### src/rtl/traffic_ctrl_param.sv
// Two-road intersection controller: tick-driven phase sequencer with latched
// pedestrian/left-turn requests, minimum-green guard and emergency/outage flashing.
module traffic_ctrl_param #(
  parameter int DIV        = 2,
  parameter int CW         = 32,
  parameter int T_GREEN    = 300,
  parameter int T_YELLOW   = 50,
  parameter int T_ALLRED   = 25,
  parameter int T_PED      = 600,
  parameter int T_TURN     = 300,
  parameter int T_EMERG    = 300,
  parameter int T_FLASH    = 50,
  parameter int T_MINGREEN = 20
) (
  input  logic       clk,
  input  logic       rst,
  input  logic       Emergency,
  input  logic       PowerOutage,
  input  logic       Pedestrian,
  input  logic       LeftTurn,
  output logic [2:0] Light1,
  output logic [2:0] Light2,
  output logic       TurnLight,
  output logic       Walk,
  output logic [3:0] state
);

  typedef enum logic [3:0] {
    S_G2 = 4'd1, S_Y2 = 4'd2, S_AR1 = 4'd3, S_G1 = 4'd4, S_Y1 = 4'd5,
    S_AR2 = 4'd6, S_PED = 4'd7, S_TURN = 4'd8, S_FLASH = 4'd9, S_EMERG = 4'd10
  } state_t;

  typedef enum logic [2:0] {R_NORMAL = 3'd0, R_PED = 3'd1, R_TURN = 3'd2} route_t;

  localparam logic [CW-1:0] L_DIV    = CW'(DIV - 1);
  localparam logic [CW-1:0] L_GREEN  = CW'(T_GREEN - 1);
  localparam logic [CW-1:0] L_YELLOW = CW'(T_YELLOW - 1);
  localparam logic [CW-1:0] L_ALLRED = CW'(T_ALLRED - 1);
  localparam logic [CW-1:0] L_PED    = CW'(T_PED - 1);
  localparam logic [CW-1:0] L_TURN   = CW'(T_TURN - 1);
  localparam logic [CW-1:0] L_EMERG  = CW'(T_EMERG - 1);
  localparam logic [CW-1:0] L_FLASH  = CW'(T_FLASH - 1);
  localparam logic [CW-1:0] L_MIN    = CW'(T_MINGREEN - 1);

  state_t        r_state, w_next;
  route_t        r_route, w_route;
  logic [CW-1:0] r_pre, r_cnt, r_fcnt;
  logic          r_flash, r_ped_req, r_turn_req, r_ped_g1;
  logic          w_tick, w_load, w_min_ok, w_ped_clr, w_turn_clr;

  assign w_tick     = (r_pre == L_DIV);
  assign w_min_ok   = (r_cnt >= L_MIN);
  assign w_ped_clr  = w_load && (w_next == S_PED);
  assign w_turn_clr = w_load && (w_next == S_TURN);

  always_ff @(posedge clk) begin
    if (rst) begin
      r_state    <= S_G2;
      r_route    <= R_NORMAL;
      r_pre      <= '0;
      r_cnt      <= '0;
      r_fcnt     <= '0;
      r_flash    <= 1'b1;
      r_ped_req  <= 1'b0;
      r_turn_req <= 1'b0;
      r_ped_g1   <= 1'b0;
    end else begin
      r_state    <= w_next;
      r_route    <= w_route;
      r_pre      <= w_tick ? '0 : r_pre + CW'(1);
      r_ped_req  <= Pedestrian | (r_ped_req & ~w_ped_clr);
      r_turn_req <= LeftTurn | (r_turn_req & ~w_turn_clr);
      if (w_ped_clr) r_ped_g1 <= (r_state == S_Y2);
      // Entry (including an EMERG restart) reloads cnt and the flash phase.
      if (w_load) begin
        r_cnt   <= '0;
        r_fcnt  <= '0;
        r_flash <= 1'b1;
      end else if (w_tick) begin
        r_cnt <= r_cnt + CW'(1);
        if (r_state == S_FLASH || r_state == S_EMERG) begin
          if (r_fcnt == L_FLASH) begin
            r_fcnt  <= '0;
            r_flash <= ~r_flash;
          end else begin
            r_fcnt <= r_fcnt + CW'(1);
          end
        end
      end
    end
  end

  always_comb begin
    w_next  = r_state;
    w_route = r_route;
    w_load  = 1'b0;
    if (!(r_state inside {S_G2, S_Y2, S_AR1, S_G1, S_Y1, S_AR2, S_PED, S_TURN, S_FLASH, S_EMERG})) begin
      w_next = S_G2;
      w_load = 1'b1;
    end else if (w_tick) begin
      if (Emergency && r_state != S_EMERG) begin
        w_next = S_EMERG;
        w_load = 1'b1;
      end else if (PowerOutage && r_state != S_FLASH && r_state != S_EMERG) begin
        w_next = S_FLASH;
        w_load = 1'b1;
      end else begin
        case (r_state)
          S_G2: if (r_cnt == L_GREEN || (w_min_ok && (r_ped_req || r_turn_req))) begin
            w_next  = S_Y2;
            w_load  = 1'b1;
            w_route = r_ped_req ? R_PED : (r_turn_req ? R_TURN : R_NORMAL);
          end
          S_G1: if (r_cnt == L_GREEN || (w_min_ok && r_ped_req)) begin
            w_next  = S_Y1;
            w_load  = 1'b1;
            w_route = r_ped_req ? R_PED : R_NORMAL;
          end
          S_Y2: if (r_cnt == L_YELLOW) begin
            w_next = (r_route == R_PED) ? S_PED : ((r_route == R_TURN) ? S_TURN : S_AR1);
            w_load = 1'b1;
          end
          S_Y1: if (r_cnt == L_YELLOW) begin
            w_next = (r_route == R_PED) ? S_PED : S_AR2;
            w_load = 1'b1;
          end
          S_AR1: if (r_cnt == L_ALLRED) begin w_next = S_G1; w_load = 1'b1; end
          S_AR2: if (r_cnt == L_ALLRED) begin w_next = S_G2; w_load = 1'b1; end
          S_PED: if (r_cnt == L_PED) begin
            w_next = r_ped_g1 ? S_G1 : S_G2;
            w_load = 1'b1;
          end
          S_TURN: if (r_cnt == L_TURN) begin w_next = S_G1; w_load = 1'b1; end
          S_EMERG: if (r_cnt == L_EMERG) begin
            w_next = Emergency ? S_EMERG : S_G2;
            w_load = 1'b1;
          end
          S_FLASH: if (!PowerOutage) begin w_next = S_G2; w_load = 1'b1; end
          default: ;
        endcase
      end
    end
  end

  always_comb begin
    Light1    = 3'b100;
    Light2    = 3'b100;
    TurnLight = 1'b0;
    Walk      = 1'b0;
    state     = r_state;
    case (r_state)
      S_G2:    Light2 = 3'b001;
      S_Y2:    Light2 = 3'b010;
      S_G1:    Light1 = 3'b001;
      S_Y1:    Light1 = 3'b010;
      S_PED:   Walk = 1'b1;
      S_TURN:  TurnLight = 1'b1;
      S_FLASH: begin
        Light1 = {1'b0, r_flash, 1'b0};
        Light2 = {1'b0, r_flash, 1'b0};
      end
      S_EMERG: begin
        Light1 = {r_flash, 2'b00};
        Light2 = {r_flash, 2'b00};
      end
      default: ;
    endcase
  end

endmodule

### config.mk
export PLATFORM = sky130hd
export DESIGN_NAME = traffic_ctrl_param
export DESIGN_NICKNAME = d
export VERILOG_FILES = /design/src/rtl/traffic_ctrl_param.sv
export SDC_FILE = /design/constraint.sdc
export NUM_CORES = 1
export LEC_CHECK = 0
export ABC_AREA = 1
export CORE_MARGIN = 1.5
export CORE_UTILIZATION = 63
export DETAILED_ROUTE_END_ITERATION = 10
export PLACE_DENSITY = 0.87
export SLEW_MARGIN = 25
export SYNTH_ARGS = -nofsm -noshare
export SYNTH_HDL_FRONTEND = slang
export SYNTH_SLANG_ARGS = --single-unit
### constraint.sdc
create_clock -name clk -period 2.5 [get_ports clk]
set_input_delay 0.625 -clock clk [delete_from_list [all_inputs] [get_ports clk]]
set_output_delay 0.625 -clock clk [all_outputs]
set_load 0.05 [all_outputs]
# == Yosys cells after proc, flatten, opt, wreduce, memory -nomap -nowiden ==
# Index checks and enable logic that the tools add are counted.
# Widths: inputs -> output; s select.
# classes
addsub,3
order_cmp,1
eq_ne,24
n_mux,43
n_bitwise,9
reduce_logical,21
# ops
operator,n
$add 32x1->32 const B,3
$mux 4,17
$eq 32x6->1 const B,2
$pmux 4 s10,1
$eq 32x1->1 const B,1
$eq 32x10->1 const B,1
$eq 32x5->1 const B,1
$eq 32x9->1 const B,1
$ge 32x5->1 const B,1
$mux 32,1
$pmux 3 s4,2
$eq 4x3->1 const B,5
$eq 4x4->1 const B,4
$mux 1,15
$reduce_bool 10->1,1
$reduce_or 2->1,5
$mux 3,3
$eq 4x2->1 const B,2
$ne 4x4->1 const B,2
$logic_and 1x1->1,7
$pmux 1 s7,1
$reduce_and 7->1,1
$pmux 3 s2,1
$not 1->1,5
11 further kinds,18
# totals
regBits,107
input_bits,6
output_inout_bits,12
word_cells,110

# == Logic depth before layout (Yosys ltp) ==
# depth
depth_word,14
mapped_depth,18
ltp_nobuf,17

# == Least setup slack after synthesis ==
# OpenSTA, ideal clock, no wires.
# synth_path
path_type,register to output
from,"register r_state[0], in the netlist state[0]"
to,output Light1[1]
arrival_time_ns,2.210
required_time_ns,1.875
slack_ns,-0.335
stages_incl_launch_ff,5
n_path_buf,0
path_cell_list,dfxtp_1 nand2_1 nor2_2 inv_1 o21ai_0
# synth_via
elab_chain_len,2
word_cells_on_any_way,5
cone_classes,eq/ne (4); mux (1)
# synth_rtl
item,line,rtl
start: declaration,45,"state_t r_state, w_next;"
start signal: assignment,68,r_state <= w_next;
$eq 4x4->1 or $eq 4x3->1 (tied branches),151,case (r_state)
$pmux 3 s4 *,151,
end: declaration,21,"output logic [2:0] Light1,"
# Mark *: on every way between the ends. The rest lies on a longest branch, timed or not.

# == Final worst setup path ==
# layout_path
from,"register r_state[1], in the netlist state[1]"
to,output Light1[2]
# The elaborated chain is that of the path after synthesis.

==> impl_metrics.csv <==
group,metric,value,unit
sta,hold_violations,0,
sta,fin_ws,0.0889,ns
die,placementRows,37,
grt,first_global_vias,6253,
drt,drtAntennaViolNets,0,
synthesis,yosysWarnings,0,
sta,report.final.slew_viol_count,0,
grt,antenna_found_initial,0,
synthesis,synth.cell_area,0.00680,mm²
sta,setup_viol,0,
synthesis,synth.distinct_cells,49,
critical_path,r2r-start,"r_pre[1]$_SDFF_PP0_",
sta,max_slew_margin,63.7,%
synthesis,synth-seq-cells,106,
synthesis,synthMuxAreaShare,0,%
drt,drc,0,
power_and_ir_drop,vdd_drop_max,0.504,mV
drt,num_vias,6909,
sta,hold_slack,0.482,ns
synthesis,yosys_most_used_dff,"dfxtp_1",
critical_path,reg2reg_to,"r_cnt[26]$_SDFFE_PP0N_",
sta,finalClockSkew,0.0117,ns
finish,antenna_cells,0,
synthesis,netlist_instances,1054,
critical_path,arrival,1.79,ns
critical_path,endpoint_kind,"primary output",
min_path,worstHoldEndpoint,"r_route[1]$_SDFFE_PP0P_",
sta,max_freq,415,MHz
critical_path,cp.required,1.88,ns
clock_network,cts_sinks,106,
sta,timing.final.crit_share,96.4,%
job,max_cap_violations,0,
drt,post_drt_wl_per_cell,13.6,µm
synthesis,ys_seq_area_share,31.2,%
die,die_w,107,µm
synthesis,synthAdderAreaFrac,1.29,%
critical_path,critPathKind,"reg -> out",
die,io_pins,18,
grt,grt_pass1_wl,27800,µm
sta,rsz0062_at_grt,"no",
sta,worstMarginPinSlew,0.540,ns
die,initial_utilization,65.2,%
drt,drt_iter0_drc,557,
grt,grt_usage,29.9,%
synthesis,synth-xor-area-share,6.19,%
placed_design,pre_cts_slack,0.0779,ns
finish,nNetsFinal,1107,
run_status,status,"finished, final reports clean",
power_and_ir_drop,p_total,0.00379,W
finish,syn2layout_area_growth,12.4,%
min_path,hold_path_startpoint,"r_route[1]$_SDFFE_PP0P_",
drt,finalWirelength,16900,µm
synthesis,synth-simple-area-share,43.3,%
critical_path,crit_fanout,7,
synthesis,synth-compound-area-share,7.95,%
power_and_ir_drop,p_leak,3.05,nW
synthesis,synthArstFlopShare,0,%
grt,grt_max_degree,22,
clock_network,clk_pin_slew,0.11,ns
finish,fillers,816,
clock_network,cts-buffers-inserted,9,
critical_path,worstSetupStartpointType,"flip-flop",
synthesis,synth-edff-count,0,
synthesis,avgSynthCellArea,6.45,µm²
placed_design,dpl.hpwl,12600,µm
synthesis,synth_top_family_by_area,"simple AND/OR/NAND/NOR gates",
power_and_ir_drop,powerDensity,497,mW/mm²
sta,fin_crit,2.41,ns
min_path,min_path_type,"reg -> reg",
drt,vias_per_cell,5.59,
clock_network,htree_levels,3,
clock_network,cts_buffer_depth,2,
critical_path,worst-r2r-setup-slack,0.16,ns
die,die_area,0.0114,mm²
min_path,holdPathStages,2,
die,die_y,107,µm
clock_network,clockRootBuffer,"clkbuf_8",
clock_network,cts_tree,"done",
drt,drt_pass1_iterations,6,
placed_design,place_congestion,0.976,
die,core_area,0.0104,mm²
synthesis,syn_nets,1067,
placed_design,portBuffers,17,
clock_network,clock_latency,0.41,ns
critical_path,r2r_cells,16,
grt,grt_overflow,0,
finish,layout-drive-gt1-share,12.0,%
-- cell families (layout without fill, tap and decap cells) --
logic type,count (synthesis),after routing
XOR/XNOR,48,48
flip-flops,106,106
adder cells (fa/ha/maj),7,7
AO/OA/AOI/OAI,97,97
AND/OR/NAND/NOR,619,619
buffers and inverters,177,222
-- metrics by stage --
step	cell area (µm²)	setup TNS (ns)	std cells	util (%)
after global placement	7280	0	1213	69.9
final	7640	0	1235	73.3
after CTS	7510	0	1229	72.1
after floorplan	6810	-0.756	1054	-
after global routing	7640	0	1235	73.3
after detailed placement	7280	0	1213	69.9
-- layout by cell type, fill, tap and decap left out, types with 3 or more instances in the layout --
cell type          n
a21oi_1           45
buf_12             6
buf_4             29
clkbuf_8           9
clkdlybuf4s50_1    9
dfxtp_1          101
dfxtp_2            5
ha_1               6
inv_1            160
inv_6              4
nand2_1          230
nand2_2           11
nand3_1           45
nand3_2            5
nand3_4            3
nand4_1           35
nor2_1           174
nor2_2            18
nor2_4            12
nor3_1            38
nor3_2             6
nor3b_1            5
nor4_1            20
nor4_2             3
o21ai_0           30
o21ai_1            4
xnor2_1            5
xor2_1            43
-- power breakdown --
group          total (W)  leakage [nW]  internal (W)  switching [W]
Clock            0.00126         0.117      0.000586       0.000679
Combinational   0.000777          2.07      0.000271       0.000506
Sequential       0.00175         0.856       0.00171      0.0000364
-- repair_timing --
action | CTS | global route
gates resized for setup | 3 | 18
endpoints found under the setup margin | 1 | 37
setup buffers | 0 | 6
hold buffers | 0 | 0
pin swaps | 0 | 6
-- registers in the layout, indices dropped and copies added, names as in the netlist --
signal and flops:
r_ped_req 1, r_fcnt 32, r_route 2, r_turn_req 1, state 4, r_flash 1
r_cnt 32, r_pre 32, r_ped_g1 1
-- layout make-up --
type / instances / area (µm²) / share of cell area [%]
sequential: 106 / 2130 / 27.9
clock buffer: 9 / 124 / 1.62
clock inverter: 7 / 106 / 1.39
timing repair buffer: 44 / 428 / 5.60
tap: 136 / 170 / 2.23
multi-input combinational: 771 / 4070 / 53.3
inverter: 162 / 608 / 7.96
-- worst max-delay path by stage --
stage	start	endpoint	slack, ns
final	state[1]$_SDFF_PP0_	Light1[2]	0.09
after global routing	state[2]$_SDFF_PP0_	r_fcnt[4]$_SDFFE_PP0P_	0.002
after CTS	state[2]$_SDFF_PP0_	Light1[2]	0.007
after detailed placement	PowerOutage	r_fcnt[13]$_SDFFE_PP0P_	0.08
after global placement	PowerOutage	r_fcnt[14]$_SDFFE_PP0P_	0.17
after floorplan	state[0]$_SDFF_PP1_	Light1[1]	-0.33
-- per-layer routing --
layer | vias to the layer above | share of wire (%) | track usage [%]
met1 | 3120 | 43 | 36.8
met4 | 0 | 2.8 | 12.5
met2 | 286 | 49 | 51.4
li1 | 3446 | - | -
met5 | - | 0 | 0
met3 | 57 | 5.9 | 5.47
-- Yosys cell counts (2+ instances only) --
cell	count	share of area [%]
nand2_4	2	0.33
ha_1	7	1.3
o21ai_0	33	2.4
nor2_1	178	9.8
nor4_2	2	0.37
inv_2	2	0.11
xnor2_1	5	0.64
o21a_1	2	0.22
a211oi_1	2	0.22
nor3_2	4	0.59
nand3b_1	2	0.22
nand2_2	10	0.92
o21bai_1	2	0.22
nor4_1	21	1.9
inv_1	160	8.8
dfxtp_1	106	31
nor2_4	9	1.5
a21o_1	2	0.22
buf_2	9	0.66
nand3_4	2	0.52
nand2_1	231	13
a21oi_1	46	3.4
nor3b_1	5	0.55
xor2_1	43	5.5
clkbuf_1	5	0.28
nand3_2	6	0.88
nor3_1	40	2.9
nand4_2	2	0.37
nand4_1	35	3.2
nand3_1	45	3.3
a211oi_2	2	0.37
nor2_2	17	1.6
-- critical path: stages (launching register included) --
cell,delay [ns]
dfxtp_2,0.38
inv_1,0.15
nand2_1,0.13
nor2_2,0.21
nor2_4,0.08
inv_1,0.16
o22ai_2,0.11
buf_12,0.16
Note: power is estimated with default switching activity, not from simulation.
